File: config.mk
export PLATFORM = sky130hd
export DESIGN_NAME = activation_serializer_flat
export DESIGN_NICKNAME = d
export VERILOG_FILES = /design/src/rtl/activation_serializer_if.sv /design/src/rtl/activation_serializer.sv /design/src/flat_wrapper.sv
export SDC_FILE = /design/constraint.sdc
export NUM_CORES = 1
export LEC_CHECK = 0
export BUFFER_PORTS_ARGS = -buffer_cell sky130_fd_sc_hd__buf_2
export CORE_ASPECT_RATIO = 1.5
export CORE_UTILIZATION = 30
export CTS_BUF_LIST = sky130_fd_sc_hd__clkbuf_8
export DETAILED_ROUTE_END_ITERATION = 10
export GPL_TIMING_DRIVEN = 0
export PLACE_DENSITY = 0.54
export RECOVER_POWER = 50
export SLEW_MARGIN = 20
export SYNTH_ARGS = -nofsm -noshare
export SYNTH_HDL_FRONTEND = slang
export SYNTH_SLANG_ARGS = --single-unit
File: constraint.sdc
create_clock -name clk -period 3.8 [get_ports clk]
set_input_delay 0.76 -clock clk [delete_from_list [all_inputs] [get_ports clk]]
set_output_delay 0.76 -clock clk [all_outputs]
set_load 0.05 [all_outputs]
File: src/rtl/activation_serializer_if.sv
// Handshake bundle between an activation layer, the serializer and the downstream consumer.
// The slave modport is the serializer side; the master modport is the producer/consumer side.
interface activation_serializer_if #(
    parameter int WIDTH = 10,
    parameter int SIZE  = 32
);
    localparam int IW = (SIZE > 1) ? $clog2(SIZE) : 1;

    logic                    in_valid;
    logic                    in_ready;
    logic signed [WIDTH-1:0] in_data [SIZE];
    logic                    out_valid;
    logic                    out_ready;
    logic signed [WIDTH-1:0] out_data;
    logic [IW-1:0]           out_index;
    logic                    out_last;
    logic                    frame_done;

    modport slave (
        input  in_valid, in_data, out_ready,
        output in_ready, out_valid, out_data, out_index, out_last, frame_done
    );

    modport master (
        output in_valid, in_data, out_ready,
        input  in_ready, out_valid, out_data, out_index, out_last, frame_done
    );
endinterface

File: src/rtl/activation_serializer.sv
// Captures a parallel activation vector and streams it out one element per accepted beat.
// state | meaning
// IDLE  | waiting for a vector; in_ready high, out_valid low
// SEND  | emitting buffered elements 0..SIZE-1 under out_ready backpressure
module activation_serializer #(
    parameter int WIDTH = 10,
    parameter int NFRAC = 5,
    parameter int SIZE  = 32
) (
    input  logic                   clk,
    input  logic                   rst_n,
    activation_serializer_if.slave bus
);
    localparam int IW = (SIZE > 1) ? $clog2(SIZE) : 1;
    localparam logic [IW-1:0] LAST_IDX = IW'(SIZE - 1);

    if (SIZE < 2) begin : g_size_chk
        $error("activation_serializer: SIZE must be at least 2");
    end
    if (NFRAC < 0 || NFRAC >= WIDTH) begin : g_nfrac_chk
        $error("activation_serializer: NFRAC must lie in [0, WIDTH)");
    end

    typedef enum logic {
        IDLE,
        SEND
    } state_t;

    state_t                  state;
    logic [IW-1:0]           idx;
    logic [IW-1:0]           idx_next;
    logic signed [WIDTH-1:0] data_buf [SIZE];

    assign idx_next      = idx + IW'(1);
    assign bus.in_ready  = (state == IDLE) && rst_n;
    assign bus.out_index = idx;

    always_ff @(posedge clk) begin
        if (!rst_n) begin
            state          <= IDLE;
            idx            <= '0;
            bus.out_valid  <= 1'b0;
            bus.out_data   <= '0;
            bus.out_last   <= 1'b0;
            bus.frame_done <= 1'b0;
            for (int i = 0; i < SIZE; i++) begin
                data_buf[i] <= '0;
            end
        end else begin
            bus.frame_done <= 1'b0;
            case (state)
                IDLE: begin
                    if (bus.in_valid) begin
                        data_buf      <= bus.in_data;
                        idx           <= '0;
                        bus.out_valid <= 1'b1;
                        bus.out_data  <= bus.in_data[0];
                        bus.out_last  <= 1'b0;
                        state         <= SEND;
                    end
                end
                SEND: begin
                    if (bus.out_ready) begin
                        if (idx == LAST_IDX) begin
                            // Frame complete: drop back to IDLE and park the index at 0.
                            state          <= IDLE;
                            idx            <= '0;
                            bus.out_valid  <= 1'b0;
                            bus.out_data   <= '0;
                            bus.out_last   <= 1'b0;
                            bus.frame_done <= 1'b1;
                        end else begin
                            idx          <= idx_next;
                            bus.out_data <= data_buf[idx_next];
                            bus.out_last <= (idx_next == LAST_IDX);
                        end
                    end
                end
                default: state <= IDLE;
            endcase
        end
    end
endmodule
File: src/flat_wrapper.sv
// flat-port wrapper written by rule: the top's interface ports become plain ports
module activation_serializer_flat 
#(
    parameter int WIDTH = 10,
    parameter int NFRAC = 5,
    parameter int SIZE  = 32
)
  (clk, rst_n, bus_in_valid, bus_in_data, bus_out_ready, bus_in_ready, bus_out_valid, bus_out_data, bus_out_index, bus_out_last, bus_frame_done);
  activation_serializer_if #(.WIDTH(WIDTH), .SIZE(SIZE)) bus_i ();
  input  logic clk;
  input  logic rst_n;
  input wire logic [$bits(bus_i.in_valid)-1:0] bus_in_valid;
  input wire logic [$bits(bus_i.in_data)-1:0] bus_in_data;
  input wire logic [$bits(bus_i.out_ready)-1:0] bus_out_ready;
  output wire logic [$bits(bus_i.in_ready)-1:0] bus_in_ready;
  output wire logic [$bits(bus_i.out_valid)-1:0] bus_out_valid;
  output wire logic [$bits(bus_i.out_data)-1:0] bus_out_data;
  output wire logic [$bits(bus_i.out_index)-1:0] bus_out_index;
  output wire logic [$bits(bus_i.out_last)-1:0] bus_out_last;
  output wire logic [$bits(bus_i.frame_done)-1:0] bus_frame_done;
  assign bus_i.in_valid = bus_in_valid;
  assign bus_i.in_data = {>>{bus_in_data}};
  assign bus_i.out_ready = bus_out_ready;
  assign bus_in_ready = bus_i.in_ready;
  assign bus_out_valid = bus_i.out_valid;
  assign bus_out_data = bus_i.out_data;
  assign bus_out_index = bus_i.out_index;
  assign bus_out_last = bus_i.out_last;
  assign bus_frame_done = bus_i.frame_done;
  activation_serializer #(.WIDTH(WIDTH), .NFRAC(NFRAC), .SIZE(SIZE)) u_core (.clk(clk), .rst_n(rst_n), .bus(bus_i));
endmodule
Yosys cells after proc, flatten, opt, wreduce, memory -nomap -nowiden:

Cells that the tools add are included.

* register bits after elaboration: 339
* input port bits: 324
* output and inout bits: 19
* logic and storage cells: 76

* $add $sub $neg: 1
* magnitude comparators: 1
* equal/unequal tests: 5
* muxes and demuxes: 24
* bitwise gates (word level): 2
* reductions and logical operators: 5

Operator list (number)
* $bmux W10 S5: 1
* $mux W10: 5
* $pmux W10 S2: 1
* $mux W5: 3
* $eq A5 B5 Y1 const B: 2
* $mux W1: 10
* $pmux W5 S2: 1
* $ge A6 B6 Y1 const B: 1
* $ne A2 B2 Y1 const B: 3
* $not A5 Y6: 1
* $pmux W1 S2: 3
* $reduce_and A3 Y1: 2
* $add A5 B1 Y5 const B: 1
* $reduce_and A2 Y1: 2
* $logic_and A1 B1 Y1: 1
* $not A1 Y1: 1

Longest topological paths before layout:

Gate-level depths: netlist (run 1).

* word-level depth: 8
* mapped depth: 12
* depth with buffers taken out: 7

Worst setup path before layout (run 1):

No wires, ideal clock.

* path type: register to register
* start: register u_core.idx[0], in the netlist u_core.bus.out_index[0]
* end: register u_core.bus.out_data[1]
* setup time: 126 ps
* arrival: 2848 ps
* data required time: 3674 ps
* setup slack: 825 ps
* cell stages (with the launch flop): 11
* path buffers: 4
* period minus slack after synthesis: 2975 ps
* path through: dfxtp_1 > buf_6 > buf_2 > inv_1 > ha_1 > buf_2 > buf_1 > mux4_2 > mux2_1 > o211ai_1 > a31oi_1

* word-level cells in the longest chain between the ends: 8
* elaborated cells on any way between the ends: 9
* classes of those cells: add/sub: 1; eq/ne: 1; mux: 6; bitwise: 1

RTL lines
* start, declared: RTL line activation_serializer.sv:30 `logic [IW-1:0] idx;`
* start signal, assigned: RTL line activation_serializer.sv:73 `idx <= idx_next;`
* $add A5 B1 Y5: RTL line activation_serializer.sv:34 `assign idx_next = idx + IW'(1);`
* $not A5 Y6 (not written as such): RTL line activation_serializer.sv:74 `bus.out_data <= data_buf[idx_next];`
* $bmux W10 S5: RTL line activation_serializer.sv:74
* $mux W10 (not written as such) (2 in a row): RTL line activation_serializer.sv:74
* $mux W10 (*): RTL line activation_serializer.sv:64 `if (idx == LAST_IDX) begin`
* $mux W10 (*): RTL line activation_serializer.sv:63 `if (bus.out_ready) begin`
* $pmux W10 S2 (*): RTL line activation_serializer.sv:51 `case (state)`
* end signal, assigned: RTL line activation_serializer.sv:57 `bus.out_data <= bus.in_data[0];`
* end signal, assigned: RTL line activation_serializer.sv:74
* end, declared: RTL line activation_serializer_if.sv:21 `output in_ready, out_valid, out_data, out_index, out_last, frame_done`

Mark *: on every way between the ends. The rest lies on a longest branch, timed or not. The select of a mux whose other input is x is not followed.
A chain may end at the register's enable or synchronous reset.

Final worst setup path (run 1):

* start: register u_core.idx[0], in the netlist u_core.bus.out_index[0]
* end: register u_core.bus.out_data[7]

Same word-level chain as after synthesis.

==> impl_results.md, run 1 <==
* Outcome: completed
* Iteration-0 DRC Markers at 531
* Required time worst endpoint at 4.28 ns
* Total Nets Final at 2397
* Final cycle utilization of the critical path at 95.4%
* Leading cell types in the layout, fill and taps excluded: sky130_fd_sc_hd__nand2_1 (664), sky130_fd_sc_hd__dfxtp_1 (339), sky130_fd_sc_hd__buf_2 (335)
* Number of placed cells counting well taps at 2676
* Pin count of the biggest net entering global routing at 15
* Actual transition at the worst max-transition pin at 0.904 ns
* Final Wtd Congestion at 0.846
* Crit-path cells: buf_6 > buf_2 > inv_1 > ha_1 > buf_2 > buf_1 > mux4_2 > mux2_2 > o211ai_1 > a31oi_1
* R2R cell count at 10
* Leak at 7.25 nW
* Root Driver: sky130_fd_sc_hd__clkbuf_8
* TritonCTS buffer count at 55
* Chip Height at 276 um
* Standard-cell rows at 100
* Initial Util at 30.4%
* DRC violation count after routing at 0
* Avg Inst Size Synth at 9.01 sq um
* Most frequent standard cell in the layout excluding fill and tap cells: sky130_fd_sc_hd__nand2_1
* Fraction of layout instances using a drive strength above 1 at 25.1%
* Worst hold path startpoint: bus_in_data[116]
* Count of max-cap constraint violations at 0
* Number of global-route vias before repair at 13712
* Synthesized cell area at 0.0151 sq mm
* Setup Buffers After CTS at 0
* Minimum setup slack among reg-to-reg paths at 0.18 ns
* Number of input and output port buffers inserted at 341
* Count of boundary I/O pins at 343
* Worst slew margin relative to its limit at 39.7%
* Largest stage delay on the critical path at 0.71 ns
* Syn Nets at 1999
* Total Neg Setup Slack at 0 ns
* Final non-filler cell total at 2779
* Sinks on the clock net at 339
* Number of flops mapped to enable cells by yosys at 0
* Core area at 0.0495 sq mm
* Setup Crit Path Kind: flip-flop to flip-flop
* Kind of capture point of the worst setup path: flip-flop
* Full die area at 0.0511 sq mm
* Area overhead of the layout relative to synthesis at 24.6%
* IR Drop Worst-Case VDD at 0.247 mV
* Global route total overflow at 0
* Async SR Flop Fraction at 0%
* HPWL after detailed placement at 43.0 mm
* FF-to-FF Start: u_core.bus.out_index[0]
* Routed vias/inst at 4.75
* Maximum clock rate at 276 MHz
* Top routing layer used: met5
* Total track usage at 21.2%
* Final WL at 54.3 mm
* Met1 Wirelength at 20.2 mm
* Slowest cell on the critical path: sky130_fd_sc_hd__buf_1
* Main synth FF type: sky130_fd_sc_hd__dfxtp_1
* Post-route antenna net violation count at 0
* Path category of the worst min-delay check: input port to flip-flop
* Tmin final at 3.62 ns
* Warnings, synthesis at 0
* Setup Viol. Count Final at 0
* #FFs+latches synth at 339
* Via Count at 13199
* Total met3 wirelength after detailed routing at 2.43 mm
* Nature of the critical path startpoint: flip-flop
* Highest net fanout along the worst path at 10
* Arrival time of the worst setup path at 4.10 ns
* Synth cell types at 31
* Max-slew violations at 0
* Antenna violations before repair at 3
* Horizontal die dimension at 185 um
* Met2 wire len at 28.9 mm
* RSZ-0062 raised after global routing: false
* Worst reg2reg path endpoint: u_core.bus.out_data[7]
* Post-DR wirelength/cell at 19.5 um
* Cell depth of the worst min-delay path at 3
* Pwr/cell area at 446 mW/mm^2
* Top cell by count, worst path: sky130_fd_sc_hd__buf_2
* Hold path endpoint: u_core.data_buf[116]
* H-Tree Depth at 2
* Final clock skew at 0.0254 ns
* Later-pin clock latency in the skew report at 0.62 ns
* TritonCTS clock tree: yes
* Endpoints failing hold at 0
* DR pass1 iterations at 5
* Clock slew at the register clock pins of the worst setup and hold paths at 0.06 ns
* Largest buffer count on any clock path at 3
* Global-route wire length before repair at 80.1 mm
* Count of mapped cells out of synthesis at 1672
* Sequential share of the synthesized area at 45.1%
-- per-stage QoR --
| step | hold WS, ns | area [sq um] | total power [mW] | util [%] | worst slack (ns) |
|---|---|---|---|---|---|
| after CTS | 0.344 | 18800 | 8.47 | 37.9 | 0.174 |
| after global placement | 0.448 | 17600 | 5.04 | 35.5 | 0.189 |
| after floorplan | 0.440 | 15100 | 4.53 | - | 0.825 |
| final | 0.387 | 18800 | 8.38 | 37.9 | 0.176 |
| after global routing | 0.365 | 18800 | 8.72 | 37.9 | 0.00600 |
| after detailed placement | 0.455 | 17600 | 5.06 | 35.5 | 0.182 |
-- report_power, final --
group          leakage, nW  switching (mW)  internal (mW)
Sequential            2.78           0.110           3.76
Clock                0.658            1.54           1.87
Combinational         3.81           0.647          0.448
-- Yosys cell counts (all sizes together) (2+ instances only) --
cell type	number	share of area (%)
o21ai	22	0.73
clkbuf	116	2.9
dfxtp	339	45
and3	2	0.083
a21boi	321	16
mux4	80	12
mux2	20	1.5
nand2	664	17
o211ai	20	1.0
nor3b	2	0.17
buf	25	0.96
a21oi	6	0.20
mux2i	20	1.3
ha	3	0.25
nor2	4	0.10
xor2	2	0.12
nor2b	8	0.33
a31oi	10	0.42
-- how the worst max path moves through the flow --
stage	slack, ns	start	to	depth (start not counted)
floorplan	0.83	u_core.bus.out_index[0]	u_core.bus.out_data[1]	10
global placement	0.19	u_core.bus.out_index[0]	u_core.bus.out_data[1]	12
detailed placement	0.18	u_core.bus.out_index[0]	u_core.bus.out_data[7]	10
CTS	0.17	u_core.bus.out_index[0]	u_core.bus.out_data[7]	10
global route	0.006	u_core.bus.out_index[0]	u_core.bus.out_data[7]	12
finish	0.18	u_core.bus.out_index[0]	u_core.bus.out_data[7]	10
-- logic make-up (layout without fill, tap and decap cells) --
| group | after synthesis | in the layout | synth area share (%) |
|---|---|---|---|
| AND/OR/NAND/NOR | 686 | 686 | 17.5 |
| AO/OA/AOI/OAI | 380 | 380 | 18.4 |
| flip-flops | 339 | 339 | 45.1 |
| buffers and inverters | 142 | 583 | 3.88 |
| multiplexers | 120 | 120 | 14.8 |
| adder cells (fa/ha/maj) | 3 | 3 | 0.249 |
| XOR/XNOR | 2 | 2 | 0.116 |
| other | 0 | 3 | 0 |
-- sequential cells by signal, indices dropped and copies added (netlist names) --
name and cells:
u_core.data_buf 320, u_core.bus.out_data 10, u_core.bus.out_index 5, u_core.bus.frame_done 1
u_core.bus.out_last 1, u_core.bus.out_valid 1, u_core.state 1
-- worst max-delay path, delay by kind of cell, from the launching register on --
family	cells	cell delay, ns
buffers and inverters	5	1.60
muxes	2	0.77
DFF	1	0.49
AOI/OAI and AO/OA	2	0.32
adders and majority gates	1	0.28
-- cell type report --
cell class	count	area [sq um]
well taps	663	830
diodes	3	7.51
plain buffers	141	582
repair buffers	341	1680
inverters	1	3.75
clock buffers	67	922
clock inverters	33	262
flip-flops and latches	339	6790
multi-input cells	1191	7690
fillers	5235	30800
-- what timing repair did --
action                                  4_1_cts  5_1_grt
endpoints found under the setup margin        0        2
hold buffers                                  0        0
gates resized for setup                       0        1
-- metal layers --
metal,vias to the layer above,global-route usage [%]
met5,-,0
met4,2,10.7
met3,117,3.20
met2,381,39.7
met1,6237,22.5
li1,6462,-
(Power assumes the default switching activity.)
==> inputs of run 2 (changes only) <==
==> constraint.sdc (replaced) <==
create_clock -name clk -period 3.8 [get_ports clk]
set_input_delay 0.38 -clock clk [delete_from_list [all_inputs] [get_ports clk]]
set_output_delay 0.38 -clock clk [all_outputs]
set_load 0.05 [all_outputs]
==> impl_results.md, run 2 (synthesis results as in run 1) <==
* Register containing the most flip-flops in the final layout: u_core.data_buf
* Crit-path cells: buf_6 > buf_2 > inv_1 > ha_1 > buf_2 > buf_1 > mux4_2 > mux2_2 > o211ai_1 > a31oi_1
* Final clock skew at 0.0269 ns
* Setup Crit Path Kind: flip-flop to flip-flop
* Total Nets Final at 2487
* Tmin final at 3.60 ns
* Final cycle utilization of the critical path at 94.8%
* Nature of the critical path startpoint: flip-flop
* Clock slew at the register clock pins of the worst setup and hold paths at 0.06 ns
* Largest stage delay on the critical path at 0.71 ns
* Pwr/cell area at 430 mW/mm^2
* Slowest cell on the critical path: sky130_fd_sc_hd__buf_1
* Setup Buffers After CTS at 0
* Antenna violations before repair at 2
* Horizontal die dimension at 185 um
* Outcome: completed
* Iteration-0 DRC Markers at 543
* Sinks on the clock net at 339
* Number of placed cells counting well taps at 2676
* Leak at 7.63 nW
* Final-layout fill cell count at 5169
* Via Count at 13602
* Path category of the worst min-delay check: input port to flip-flop
* Final WL at 55.2 mm
* Max-slew violations at 0
* Area taken by flip-flops and latches at 0.00679 sq mm
* IR Drop Worst-Case VDD at 0.247 mV
* Root Driver: sky130_fd_sc_hd__clkbuf_8
* Total track usage at 21.5%
* TritonCTS clock tree: yes
* Core area at 0.0495 sq mm
* TritonCTS buffer count at 55
* Area overhead of the layout relative to synthesis at 30.6%
* Later-pin clock latency in the skew report at 0.62 ns
* Count of boundary I/O pins at 343
* Largest buffer count on any clock path at 3
* DRC violation count after routing at 0
* Arrival time of the worst setup path at 4.08 ns
* RSZ-0062 raised after global routing: false
* Kind of capture point of the worst setup path: flip-flop
* Maximum clock rate at 277 MHz
* Number of flip-flops under the largest register name at 320
* Number of global-route vias before repair at 14146
* Chip Height at 276 um
* Number of input and output port buffers inserted at 341
* Leading cell types in the layout, fill and taps excluded: sky130_fd_sc_hd__nand2_1 (664), sky130_fd_sc_hd__dfxtp_1 (339), sky130_fd_sc_hd__buf_2 (335)
* Fraction of layout instances using a drive strength above 1 at 24.1%
* Worst slew margin relative to its limit at 39.7%
* HPWL after detailed placement at 43.0 mm
* Required time worst endpoint at 4.28 ns
* Footprint of the multi-input gates at 0.00769 sq mm
* Setup Viol. Count Final at 0
* Final non-filler cell total at 2867
* Number of buffer and inverter stages on the critical path at 5
* Initial Util at 30.4%
* Net load switching power at 2.31 mW
* Full die area at 0.0511 sq mm
* Post-route antenna net violation count at 0
* H-Tree Depth at 2
* Power share of the clock group at 40.4%
* Routed vias/inst at 4.74
* Most frequent standard cell in the layout excluding fill and tap cells: sky130_fd_sc_hd__nand2_1
* Total Neg Setup Slack at 0 ns
* Highest net fanout along the worst path at 10
* Actual transition at the worst max-transition pin at 0.905 ns
* Overall power at 8.45 mW
* Sequential fraction of design power at 45.8%
* Final Wtd Congestion at 0.846
* Int Pwr at 6.14 mW
* Endpoints failing hold at 0
* Switching share of total power at 27.3%
* Count of max-cap constraint violations at 0
* Combinational Power Share at 13.8%
* Global route total overflow at 0
* DR pass1 iterations at 5
* Dominant delay contributor by cell family on the critical path: buffers and inverters
* Standard-cell rows at 100
* Pin count of the biggest net entering global routing at 15
* Top cell by count, worst path: sky130_fd_sc_hd__buf_2
* Global-route wire length before repair at 81.6 mm
* Post-DR wirelength/cell at 19.3 um
## run 2: cell types whose count changed in the layout (fill, tap and decap cells not counted)
cell / before / now
sky130_fd_sc_hd__diode_2: 3 / 1
sky130_fd_sc_hd__dlygate4sd3_1: 0 / 90
## run 2: final cells by class
class | count | share of cell area [%]
diodes | 1 | 0.0127
plain buffers | 141 | 2.96
clock buffers | 67 | 4.69
clock inverters | 33 | 1.33
inverters | 1 | 0.0191
multi-input cells | 1191 | 39.1
flip-flops and latches | 339 | 34.5
well taps | 663 | 4.22
repair buffers | 431 | 13.1
## run 2: final timing paths
check                                             start                     end  slack, ns  depth (start not counted)
worst max-delay path            u_core.bus.out_index[0]  u_core.bus.out_data[7]       0.20                         10
worst min-delay path                    bus_in_data[57]     u_core.data_buf[57]       0.03                          3
worst max register to register  u_core.bus.out_index[0]  u_core.bus.out_data[7]       0.20                         10
worst min register to register     u_core.data_buf[140]    u_core.data_buf[140]       0.46                          2
## run 2: what timing repair did
| item | 4_1_cts | 5_1_grt |
|---|---|---|
| setup endpoints to repair | 0 | 2 |
| resized for setup | 0 | 1 |
| hold buffers | 90 | 0 |
| endpoints found under the hold margin | 90 | 0 |
## run 2: layer usage
layer / vias to the layer above / GRT usage, % / share of wire (%)
met5: - / 0 / 0.024
met4: 2 / 10.6 / 4.9
met3: 121 / 3.29 / 4.5
met2: 393 / 40.7 / 54
met1: 6444 / 22.5 / 37
li1: 6642 / - / -
## run 2: power groups by stage
stage | logic, mW | registers (mW) | clock network [mW]
2_1_floorplan | 0.590 | 3.94 | 0
3_5_place_dp | 1.11 | 3.95 | 0
3_3_place_gp | 1.10 | 3.94 | 0
4_1_cts | 1.19 | 3.87 | 3.49
6_report | 1.17 | 3.87 | 3.41
5_1_grt | 1.28 | 3.89 | 3.63
## run 2: tightest hold or removal path, cell delays in order
cell,delay [ns]
sky130_fd_sc_hd__buf_2,0.11
sky130_fd_sc_hd__nand2_1,0.05
sky130_fd_sc_hd__a21boi_0,0.06
## run 2: through the flow
stage | hold WS [ns] | util, % | setup WS [ns] | area, sq um
after floorplan | 0.440 | - | 0.825 | 15100
after global placement | 0.448 | 35.5 | 0.189 | 17600
after detailed placement | 0.455 | 35.5 | 0.182 | 17600
after CTS | 0.000373 | 39.7 | 0.174 | 19700
after global routing | 0.0188 | 39.7 | 0.00600 | 19700
final | 0.0263 | 39.7 | 0.196 | 19700
==> inputs of run 3 (changes only) <==
- CORE_UTILIZATION: 30 -> 60
- PLACE_DENSITY: 0.54 -> 0.92
==> impl_results.md, run 3 (synthesis results as in run 1) <==
* Top cell by count, worst path: sky130_fd_sc_hd__buf_2
* Required time worst endpoint at 4.24 ns
* Pwr/cell area at 448 mW/mm^2
* Cells resized by post-CTS repair at 0
* Setup Crit Path Kind: flip-flop to flip-flop
* Most frequent standard cell in the layout excluding fill and tap cells: sky130_fd_sc_hd__nand2_1
* Count of boundary I/O pins at 343
* Initial Util at 61.4%
* Total Nets Final at 2391
* Footprint of the multi-input gates at 0.00769 sq mm
* Cell depth of the worst min-delay path at 3
* Endpoints failing hold at 0
* IR Drop Worst-Case VDD at 0.297 mV
* Final WL at 47.7 mm
* Area overhead of the layout relative to synthesis at 21.1%
* Via Count at 14091
* TritonCTS clock tree: yes
* Crit-path cells: buf_6 > buf_2 > inv_1 > ha_1 > buf_2 > buf_1 > mux4_2 > mux2_2 > o211ai_1 > a31oi_1
* Setup Buffers After CTS at 0
* Final cycle utilization of the critical path at 91.3%
* Worst slew margin relative to its limit at 47.5%
* Tmin final at 3.47 ns
* Kind of capture point of the worst setup path: flip-flop
* Total track usage at 36.9%
* Area taken by flip-flops and latches at 0.00679 sq mm
* Fraction of layout instances using a drive strength above 1 at 24.5%
* Standard-cell rows at 70
* Register containing the most flip-flops in the final layout: u_core.data_buf
* Core area at 0.0245 sq mm
* Post-DR wirelength/cell at 19.7 um
* Largest stage delay on the critical path at 0.64 ns
* Outcome: completed
* Origin of the worst setup path: u_core.bus.out_index[0]
* Highest net fanout along the worst path at 10
* Global-route wire length before repair at 73.3 mm
* Sinks on the clock net at 339
* Final cell utilization of the core at 74.4%
* Hold path endpoint: u_core.data_buf[115]
* HPWL after detailed placement at 35.7 mm
* FF-to-FF Start: u_core.bus.out_index[0]
* Maximum clock rate at 288 MHz
* Chip Height at 196 um
* Antenna violations before repair at 1
* Clock slew at the register clock pins of the worst setup and hold paths at 0.08 ns
* Pin count of the biggest net entering global routing at 13
* H-Tree Depth at 2
* Later-pin clock latency in the skew report at 0.58 ns
* Number of flip-flops under the largest register name at 320
* Max-slew violations at 0
* Path category of the worst min-delay check: input port to flip-flop
* Fin area at 0.0182 sq mm
* Actual transition at the worst max-transition pin at 0.787 ns
* Final Wtd Congestion at 0.924
* TritonCTS buffer count at 49
* Setup Viol. Count Final at 0
* Final clock skew at 0.0226 ns
* Horizontal die dimension at 131 um
* Final-layout fill cell count at 1712
* Root Driver: sky130_fd_sc_hd__clkbuf_8
* Nature of the critical path startpoint: flip-flop
* Leading cell types in the layout, fill and taps excluded: sky130_fd_sc_hd__nand2_1 (664), sky130_fd_sc_hd__dfxtp_1 (339), sky130_fd_sc_hd__buf_2 (336)
* Leak at 7.19 nW
* Placed Instance Area at 0.0172 sq mm
* Hold buffer count at cts at 0
* Global route total overflow at 0
* Largest buffer count on any clock path at 3
* Full die area at 0.0257 sq mm
* DR pass1 iterations at 7
* Count of max-cap constraint violations at 0
* Number of global-route vias before repair at 14300
* R2R cell count at 10
* DRC violation count after routing at 0
* RSZ-0062 raised after global routing: false
* Number of input and output port buffers inserted at 341
* Total Neg Setup Slack at 0 ns
* Worst hold path startpoint: bus_in_data[115]
* Minimum setup slack among reg-to-reg paths at 0.33 ns
* Routed vias/inst at 5.82
* Post-route antenna net violation count at 0
* Arrival time of the worst setup path at 3.91 ns
* Iteration-0 DRC Markers at 1009
* Slowest cell on the critical path: sky130_fd_sc_hd__buf_1
* Overall power at 8.17 mW
* Worst reg2reg path endpoint: u_core.bus.out_data[5]
run 3: how the worst max path moves through the flow:
stage / endpoint / slack [ns] / cells past startpoint
after detailed placement: u_core.bus.out_data[5] / 0.41 / 10
after global placement: u_core.bus.out_data[7] / 0.48 / 10
after global routing: u_core.bus.out_data[5] / 0.25 / 10
after CTS: u_core.bus.out_data[7] / 0.41 / 10
after floorplan: u_core.bus.out_data[1] / 0.83 / 10
final: u_core.bus.out_data[5] / 0.33 / 10
run 3: cell type report:
type | count | area share [%]
antenna | 1 | 0.0137
tap | 324 | 2.22
timing repair buffer | 341 | 9.23
clock buffer | 63 | 4.75
buffer | 141 | 3.18
inverter | 1 | 0.0206
multi-input combinational | 1191 | 42.2
sequential | 339 | 37.2
clock inverter | 21 | 1.21
run 3: metal layers:
metal | up-vias | GRT usage (%) | wire length (um)
met5 | - | 0 | 0
met4 | 0 | 30.1 | 4090
met3 | 245 | 6.25 | 3760
met2 | 813 | 63.9 | 23400
met1 | 6599 | 39.8 | 16500
li1 | 6434 | - | -
run 3: power by group:
| group | switching (mW) | internal (mW) |
|---|---|---|
| combinational | 0.624 | 0.447 |
| sequential | 0.117 | 3.76 |
| clock | 1.40 | 1.82 |
run 3: worst max-delay path: cells and delay by family (launching register included):
kind	cells	cell delay, ns
fa+ha+maj	1	0.27
compound gates	2	0.33
flops	1	0.48
mux	2	0.75
buf+inv	5	1.49
run 3: per-stage QoR:
step	hold WS [ns]	instances	setup slack (ns)
after floorplan	0.440	1672	0.825
after global placement	0.446	2337	0.480
after detailed placement	0.454	2337	0.414
after CTS	0.0345	2421	0.410
after global routing	0.0477	2421	0.247
final	0.0411	2422	0.332
